$ cat src/rtl/xadc_axis_burst_writer.sv
// rtl/xadc_axis_burst_writer.sv - XADC sample packer, word FIFO and DDR ring burst writer
// Matched 16-bit samples are packed four per 64-bit word and written to a ring as fixed-length bursts.
module xadc_axis_burst_writer #(
    parameter int FIFO_AW   = 4,
    parameter int BURST_LEN = 8
) (
    input  logic        clk_adc_125mhz,
    input  logic        adc_rst_i,
    input  logic        cfg_en_i,
    input  logic [4:0]  cfg_tid_i,
    input  logic [31:0] cfg_base_i,
    input  logic [31:0] cfg_size_i,
    input  logic [15:0] s_tdata_i,
    input  logic [4:0]  s_tid_i,
    input  logic        s_tvalid_i,
    output logic        s_tready_o,
    output logic [31:0] axi_waddr_o,
    output logic [63:0] axi_wdata_o,
    output logic [7:0]  axi_wsel_o,
    output logic        axi_wvalid_o,
    output logic [3:0]  axi_wlen_o,
    output logic        axi_wfixed_o,
    input  logic        axi_werr_i,
    input  logic        axi_wrdy_i,
    output logic        stat_busy_o,
    output logic [31:0] stat_wr_ofs_o,
    output logic [15:0] stat_wraps_o,
    output logic        stat_err_o
);
    localparam int               DEPTH       = 1 << FIFO_AW;
    localparam logic [FIFO_AW:0] DEPTH_CNT   = (FIFO_AW + 1)'(DEPTH);
    localparam logic [FIFO_AW:0] BURST_CNT   = (FIFO_AW + 1)'(BURST_LEN);
    localparam logic [FIFO_AW:0] CNT_ONE     = (FIFO_AW + 1)'(1);
    localparam logic [FIFO_AW-1:0] PTR_ONE   = FIFO_AW'(1);
    localparam logic [3:0]       LAST_BEAT   = 4'(BURST_LEN - 1);
    localparam logic [31:0]      BURST_BYTES = 32'(BURST_LEN * 8);

    typedef enum logic [1:0] {ST_IDLE, ST_RUN, ST_BURST} state_t;

    state_t             state_q;
    logic [31:0]        base_q;
    logic [31:0]        size_q;
    logic [31:0]        ofs_q;
    logic [31:0]        waddr_q;
    logic [4:0]         tid_q;
    logic [15:0]        wraps_q;
    logic               err_q;
    logic               wvalid_q;
    logic [3:0]         beat_q;
    logic [1:0]         lane_q;
    logic [47:0]        word_q;
    logic [63:0]        mem_q [DEPTH];
    logic [FIFO_AW-1:0] wr_ptr_q;
    logic [FIFO_AW-1:0] rd_ptr_q;
    logic [FIFO_AW:0]   cnt_q;

    logic               fifo_full;
    logic               take;
    logic               push;
    logic               pop;
    logic               last_beat;
    logic               flush;
    logic [31:0]        ofs_inc;
    logic [31:0]        ofs_d;
    logic [15:0]        wraps_d;
    logic [FIFO_AW:0]   cnt_d;

    assign fifo_full  = (cnt_q == DEPTH_CNT);
    assign s_tready_o = ((state_q == ST_RUN) || (state_q == ST_BURST)) && !fifo_full;
    assign take       = s_tvalid_i && s_tready_o && (s_tid_i == tid_q);
    assign push       = take && (lane_q == 2'd3);
    assign pop        = wvalid_q && axi_wrdy_i;
    assign last_beat  = pop && (beat_q == LAST_BEAT);
    // Leaving RUN for IDLE throws away both the partial word and the queued words.
    assign flush      = (state_q == ST_RUN) && !cfg_en_i;
    assign ofs_inc    = ofs_q + BURST_BYTES;

    always_comb begin
        ofs_d   = ofs_inc;
        wraps_d = wraps_q;
        if (ofs_inc == size_q) begin
            ofs_d = '0;
            if (wraps_q != 16'hFFFF) begin
                wraps_d = wraps_q + 16'd1;
            end
        end
    end

    always_comb begin
        cnt_d = cnt_q;
        case ({push, pop})
            2'b10:   cnt_d = cnt_q + CNT_ONE;
            2'b01:   cnt_d = cnt_q - CNT_ONE;
            default: cnt_d = cnt_q;
        endcase
    end

    always_ff @(posedge clk_adc_125mhz) begin
        if (push) begin
            mem_q[wr_ptr_q] <= {s_tdata_i, word_q};
        end
    end

    always_ff @(posedge clk_adc_125mhz) begin
        if (adc_rst_i) begin
            state_q  <= ST_IDLE;
            base_q   <= '0;
            size_q   <= '0;
            ofs_q    <= '0;
            waddr_q  <= '0;
            tid_q    <= '0;
            wraps_q  <= '0;
            err_q    <= 1'b0;
            wvalid_q <= 1'b0;
            beat_q   <= '0;
            lane_q   <= '0;
            word_q   <= '0;
            wr_ptr_q <= '0;
            rd_ptr_q <= '0;
            cnt_q    <= '0;
        end else begin
            if (flush) begin
                lane_q   <= '0;
                wr_ptr_q <= '0;
                rd_ptr_q <= '0;
                cnt_q    <= '0;
            end else begin
                if (take) begin
                    lane_q <= lane_q + 2'd1;
                    case (lane_q)
                        2'd0:    word_q[15:0]  <= s_tdata_i;
                        2'd1:    word_q[31:16] <= s_tdata_i;
                        2'd2:    word_q[47:32] <= s_tdata_i;
                        default: ;
                    endcase
                end
                if (push) begin
                    wr_ptr_q <= wr_ptr_q + PTR_ONE;
                end
                if (pop) begin
                    rd_ptr_q <= rd_ptr_q + PTR_ONE;
                end
                cnt_q <= cnt_d;
            end

            if ((state_q != ST_IDLE) && axi_werr_i) begin
                err_q <= 1'b1;
            end

            case (state_q)
                ST_IDLE: begin
                    if (cfg_en_i) begin
                        base_q  <= cfg_base_i;
                        size_q  <= cfg_size_i;
                        tid_q   <= cfg_tid_i;
                        ofs_q   <= '0;
                        wraps_q <= '0;
                        err_q   <= 1'b0;
                        state_q <= ST_RUN;
                    end
                end
                ST_RUN: begin
                    if (!cfg_en_i) begin
                        state_q <= ST_IDLE;
                    end else if (cnt_q >= BURST_CNT) begin
                        beat_q   <= '0;
                        wvalid_q <= 1'b1;
                        waddr_q  <= base_q + ofs_q;
                        state_q  <= ST_BURST;
                    end
                end
                ST_BURST: begin
                    if (pop) begin
                        beat_q <= beat_q + 4'd1;
                        if (last_beat) begin
                            ofs_q    <= ofs_d;
                            wraps_q  <= wraps_d;
                            wvalid_q <= 1'b0;
                            state_q  <= ST_RUN;
                        end
                    end
                end
                default: state_q <= ST_IDLE;
            endcase
        end
    end

    assign axi_waddr_o   = waddr_q;
    assign axi_wdata_o   = wvalid_q ? mem_q[rd_ptr_q] : 64'd0;
    assign axi_wsel_o    = 8'hFF;
    assign axi_wvalid_o  = wvalid_q;
    assign axi_wlen_o    = LAST_BEAT;
    assign axi_wfixed_o  = 1'b0;
    assign stat_busy_o   = (state_q != ST_IDLE);
    assign stat_wr_ofs_o = ofs_q;
    assign stat_wraps_o  = wraps_q;
    assign stat_err_o    = err_q;

endmodule

$ cat config.mk
export PLATFORM = sky130hd
export DESIGN_NAME = xadc_axis_burst_writer
export DESIGN_NICKNAME = d
export VERILOG_FILES = /design/src/rtl/xadc_axis_burst_writer.sv
export SDC_FILE = /design/constraint.sdc
export NUM_CORES = 1
export LEC_CHECK = 0
export BUFFER_PORTS_ARGS = -buffer_cell sky130_fd_sc_hd__buf_2
export CORE_ASPECT_RATIO = 0.8
export CORE_UTILIZATION = 60
export DETAILED_ROUTE_END_ITERATION = 6
export GPL_ROUTABILITY_DRIVEN = 1
export GPL_TIMING_DRIVEN = 0
export PLACE_DENSITY = 0.78
export SYNTH_ARGS = -nofsm -noshare
export SYNTH_HDL_FRONTEND = slang
export SYNTH_SLANG_ARGS = --single-unit
$ cat constraint.sdc
create_clock -name clk_adc_125mhz -period 7.75 [get_ports clk_adc_125mhz]
set_input_delay 0.775 -clock clk_adc_125mhz [delete_from_list [all_inputs] [get_ports clk_adc_125mhz]]
set_output_delay 0.775 -clock clk_adc_125mhz [all_outputs]
set_load 0.05 [all_outputs]
# Word-level counts from Yosys, hierarchy flattened
# Memories as Yosys holds them, arrays and structs flattened. A register that Yosys moved wholly into a read port is not among the register bits.
# Index checks and enable logic that the tools add are counted.
word_totals:
  ff_bits: 220
  ramBits: 1024
  word_cells: 112
  n_memories: 1
memory_table:
  columns: ["memory", "depth", "word_bits", "rd", "rd_ports_with_merged_regs", "write_ports", "line_no", "source"]
  rows:
  - ["mem_q", 16, 64, 1, 1, 1, "52", "logic [63:0] mem_q [DEPTH];"]
classes:
  n_addsub: 9
  magnitude_cmp: 1
  n_eq_ne: 20
  n_mux: 35
  n_bitwise: 1
  n_reduce_logical: 28
op_table:
  columns: ["operator", "count"]
  rows:
  - ["32-bit 2-to-1 mux", 4]
  - ["16-bit 2-to-1 mux", 5]
  - ["64-bit 2-to-1 mux", 1]
  - ["32-bit one-hot mux with 2 select lines", 1]
  - ["32-bit adder", 1]
  - ["32-bit by 7-bit adder with 32-bit output, second input constant", 1]
  - ["32-bit equality test", 1]
  - ["16-bit one-hot mux with 2 select lines", 1]
  - ["4-bit 2-to-1 mux", 5]
  - ["16-bit by 1-bit adder with 16-bit output, second input constant", 1]
  - ["16-bit != test, second input constant", 1]
  - ["4-bit by 1-bit adder with 4-bit output, second input constant", 3]
  - ["3-bit AND reduction", 4]
  - ["4-bit AND reduction", 3]
  - ["2-bit 2-to-1 mux", 5]
  - ["5-bit one-hot mux with 2 select lines", 1]
  - ["1-bit 2-to-1 mux", 9]
  - ["2-bit equality test, second input constant", 4]
  - ["1-bit logical AND", 8]
  - ["2-bit != test, second input constant", 4]
  - ["4-bit one-hot mux with 2 select lines", 1]
  - ["2-bit nonzero test", 4]
  - ["2-bit by 1-bit equality test with 1-bit output, second input constant", 3]
  - ["2-bit by 1-bit != test with 1-bit output, second input constant", 3]
  - ["18 further kinds", 20]

# Depth between registers and ports, before layout
depth:
  ltp_word: 8
  mapped_depth: 16
  ltp_nobuf: 15

# Worst setup path before layout
# Ideal clock, no wire load.
synth_path:
  path_kind: "flip-flop to flip-flop"
  from: "register state_q[0]"
  to: "memory mem_q[3][0], enable pin"
  setup_ns: 0.565
  t_arrival_ns: 7.241
  setup_slack_ns: -0.056
  path_stages_with_launch: 9
  synth_period_minus_slack_ns: 7.806
  path_cell_list: "dfxtp_1 inv_1 ha_1 a21boi_0 and4_1 and2_1 clkbuf_1 nand2_1 nor3_1"
synth_via:
  elab_chain_cells: 8
  word_cells_on_any_way: 9
  cone_classes: "2 x eq/ne; 2 x mux; 5 x reduce/logical"
synth_lines:
  columns: ["element", "line_no", "source"]
  rows:
  - ["start, declared", "40", "state_t state_q;"]
  - ["start signal, assigned", "106", "state_q <= ST_IDLE;"]
  - ["start signal, assigned", "159", "state_q <= ST_RUN;"]
  - ["start signal, assigned", "164", "state_q <= ST_IDLE;"]
  - ["2-bit by 1-bit equality test with 1-bit output / 2-bit equality test (equally long branches)", "69", "assign s_tready_o = ((state_q == ST_RUN) || (state_q == ST_BURST)) && !fifo_full;"]
  - ["1-bit logical OR (*)", "69", null]
  - ["1-bit logical AND (*)", "69", null]
  - ["via s_tready_o", "16", "output logic s_tready_o,"]
  - ["1-bit logical AND (*) (2 in series)", "70", "assign take = s_tvalid_i && s_tready_o && (s_tid_i == tid_q);"]
  - ["1-bit logical AND (*)", "71", "assign push = take && (lane_q == 2'd3);"]
  - ["1-bit 2-to-1 mux (*)", "99", "if (push) begin"]
  - ["1-bit 2-to-1 mux (implied by the code) (*)", "100", "mem_q[wr_ptr_q] <= {s_tdata_i, word_q};"]
  - ["end, declared", "52", null]
# Mark *: on every way through the listed nets, which the timed path passes. The rest lies on a longest branch.

==> results.json <==
{
  "grt_max_degree": 26,
  "fin_cells": 4444,
  "firstDrtPassIters": 6,
  "clockBufferDepth": 3,
  "intPower_uw": 10600,
  "io_buffers": 237,
  "cts_buffers": 112,
  "crit_type": "reg2out",
  "cts_tree": "built",
  "cts-root-buf": "clkbuf_16",
  "multiInputGateArea_um2": 13900,
  "drive_gt1_frac": 0.261,
  "power_switching_uw": 2800,
  "reg2reg_depth": 12,
  "ir_drop_v": 0.000200,
  "fin_skew_ns": 0.0348,
  "drv_cap": 0,
  "dpl_worst_slack_ns": 3.13,
  "placed_area_um2": 53600,
  "finish.utilization": 0.706,
  "yosys_warnings": 0,
  "grt_pass1_wl_um": 197000,
  "fin_crit_ns": 5.40,
  "whs_ns": 0.321,
  "core_um2": 81200,
  "start_util": 0.612,
  "area_growth_pct": 15.4,
  "reg2reg_to": "stat_wraps_o[7]$_SDFFE_PP0P_",
  "n_fill_cell": 4913,
  "fin_nets": 3395,
  "ys_seq_area_frac": 0.707,
  "finalHoldViolCount": 0,
  "drv_slew": 0,
  "vias": 29661,
  "hold_buffers": 0,
  "reg2reg_slack_ns": 2.94,
  "timing.rr.start": "stat_wr_ofs_o[6]$_SDFFE_PP0P_",
  "cts_sinks": 1242,
  "worstPathMaxFanout": 10,
  "endpoint_kind": "output port",
  "cpPeakStageDelay_ns": 0.96,
  "post_cts_buffers": 0,
  "crit_family": "buffers and inverters",
  "grt_pass1_vias": 29850,
  "clkPwrFrac": 0.429,
  "grt.total_usage": 0.329,
  "clk_latency_ns": 0.70,
  "die_h_um": 259,
  "gr-total-overflow": 0,
  "gp_routability_congestion": 0.883,
  "tightest_slew_ns": 1.29,
  "antenna_found_initial": 6,
  "synth_cells": 2825,
  "path_cells": "clkbuf_1 > buf_1 > buf_1 > mux4_2 > mux4_2 > and2_1 > buf_2",
  "syn_area_per_cell_um2": 17.6,
  "routed_via_density": 6.67,
  "finalCritPeriodShare": 0.697,
  "sw_frac_of_total": 0.210,
  "start_kind": "flip-flop",
  "final_common_cell": "edfxtp_1",
  "fmaxAchievable_ghz": 0.185,
  "cp_num_cells": 7,
  "worstPathRequired_ns": 6.97,
  "synth_ff_type": "edfxtp_1",
  "placed_cells": 4231,
  "relSlewSlack": 0.141,
  "hp-class": "in2reg",
  "async_flop_share": 0,
  "leakage_uw": 0.0174,
  "critPathSlowestCell": "buf_1",
  "seqPwrFrac": 0.540,
  "synth_cell_types": 82,
  "clkTransAtPathRegs_ns": 0.06,
  "comb_power_share": 0.031,
  "die_width_um": 324,
  "setup_viol": 0,
  "cts.htree.levels": 3,
  "fin_ws_ns": 2.35,
  "wl_per_cell_um": 30.8,
  "post_cts_resized": 0,
  "dieArea_um2": 83900,
  "status": "finished, final reports clean",
  "seqCellArea_um2": 35100,
  "drtIter0Drc": 4297,
  "ys_seq_elements": 1242,
  "synth_edf_count": 1024,
  "netlist_area_um2": 49700,
  "critPathArrivalTime_ns": 4.63,
  "dpl.hpwl_um": 85000,
  "ant_nets": 0,
  "ios": 257,
  "fp-row-count": 93,
  "crit_end": "axi_wdata_o[35]",
  "power.density_nw_per_um2": 233,
  "drc": 0,
  "design_area_um2": 57300,
  "wl_um": 137000,
  "final_cell_mix": "edfxtp_1 (1,024), mux4_2 (320), buf_2 (246), nand2_1 (239), dfxtp_1 (218)",
  "rsz0062_at_grt": "no",
  "cp.buffers_inverters": 4
}
area by class of cell:
class                   instances  area share
clock inverters                71      0.0132
clock buffers                 136      0.0524
repair buffers                297      0.0409
inverters                      25     0.00164
flip-flops and latches       1242       0.612
diodes                          6    0.000262
well taps                    1092      0.0238
plain buffers                 174      0.0134
multi-input cells            1401       0.242
per-stage QoR:
step | TNS, ns | total power (uW)
after floorplan | -2.66 | 7590
after global placement | -1445.42 | 7740
after detailed placement | 0 | 7760
after CTS | 0 | 13400
after global routing | 0 | 13600
final | 0 | 13400
flip-flops by register name, indices dropped and copies added (netlist names), named ones only:
name	cells
size_q	32
axi_waddr_o	32
rd_ptr_q	4
word_q	48
tid_q	5
stat_wraps_o	16
stat_err_o	1
wr_ptr_q	4
cnt_q	5
axi_wvalid_o	1
stat_wr_ofs_o	26
lane_q	2
base_q	32
beat_q	4
state_q	2
mem_q	1024
worst register-to-register path, stage by stage (launching register included):
cell,delay (ns)
dfxtp_1,0.55
ha_1,0.35
and3_1,0.21
clkbuf_1,0.38
nand4_1,0.25
or3_1,0.41
a22oi_1,0.26
nand4_1,0.14
or4_4,0.44
nor4b_2,1.03
buf_2,0.39
a31oi_1,0.12
a21oi_1,0.18
synth_stat cells (28+ instances only):
cell type | instances | area [um^2]
a21oi_1 | 143 | 716
and2_1 | 72 | 450
and3_1 | 29 | 181
buf_1 | 30 | 113
clkbuf_1 | 110 | 413
dfxtp_1 | 218 | 4360
edfxtp_1 | 1024 | 30700
ha_1 | 45 | 563
mux2i_1 | 53 | 531
mux4_2 | 320 | 7210
nand2_1 | 239 | 897
nor2_1 | 128 | 480
xnor2_1 | 43 | 377
xor2_1 | 28 | 245
how the worst min path moves through the flow:
| stage | start | endpoint | slack [ns] | depth (start not counted) |
|---|---|---|---|---|
| floorplan | size_q[2]$_SDFFE_PP0P_ | size_q[2]$_SDFFE_PP0P_ | 0.43 | 2 |
| global placement | base_q[0]$_SDFFE_PP0P_ | axi_waddr_o[0]$_SDFFE_PP0P_ | 0.44 | 2 |
| detailed placement | base_q[3]$_SDFFE_PP0P_ | axi_waddr_o[3]$_SDFFE_PP0P_ | 0.45 | 2 |
| CTS | cfg_size_i[13] | size_q[13]$_SDFFE_PP0P_ | 0.29 | 3 |
| global route | cfg_size_i[13] | size_q[13]$_SDFFE_PP0P_ | 0.31 | 3 |
| finish | cfg_size_i[11] | size_q[11]$_SDFFE_PP0P_ | 0.32 | 3 |
power groups by stage:
stage / Sequential, uW / Clock, uW / Combinational, uW
floorplan: 7350 / 0 / 239
global placement: 7350 / 0 / 386
detailed placement: 7360 / 0 / 400
CTS: 7210 / 5740 / 403
global route: 7210 / 5980 / 441
finish: 7210 / 5730 / 416
cell families (layout without fill, tap and decap cells):
| group | after synthesis | count (layout) | share of synthesized area |
|---|---|---|---|
| flops | 1242 | 1242 | 0.707 |
| simple gates | 606 | 606 | 0.0590 |
| mux | 374 | 374 | 0.156 |
| compound gates | 285 | 285 | 0.0363 |
| buf+inv | 199 | 703 | 0.0173 |
| xor+xnor | 71 | 71 | 0.0125 |
| fa+ha+maj | 46 | 46 | 0.0117 |
| other cells | 2 | 25 | 0.000151 |
layer usage:
metal / GRT usage / vias up / wire length [um]
met5: 0 / - / 27
met4: 0.122 / 4 / 5450
met3: 0.0697 / 372 / 15600
met2: 0.526 / 2155 / 66000
met1: 0.450 / 15147 / 49800
li1: - / 11983 / -
Power figures use the tool's default switching activity.
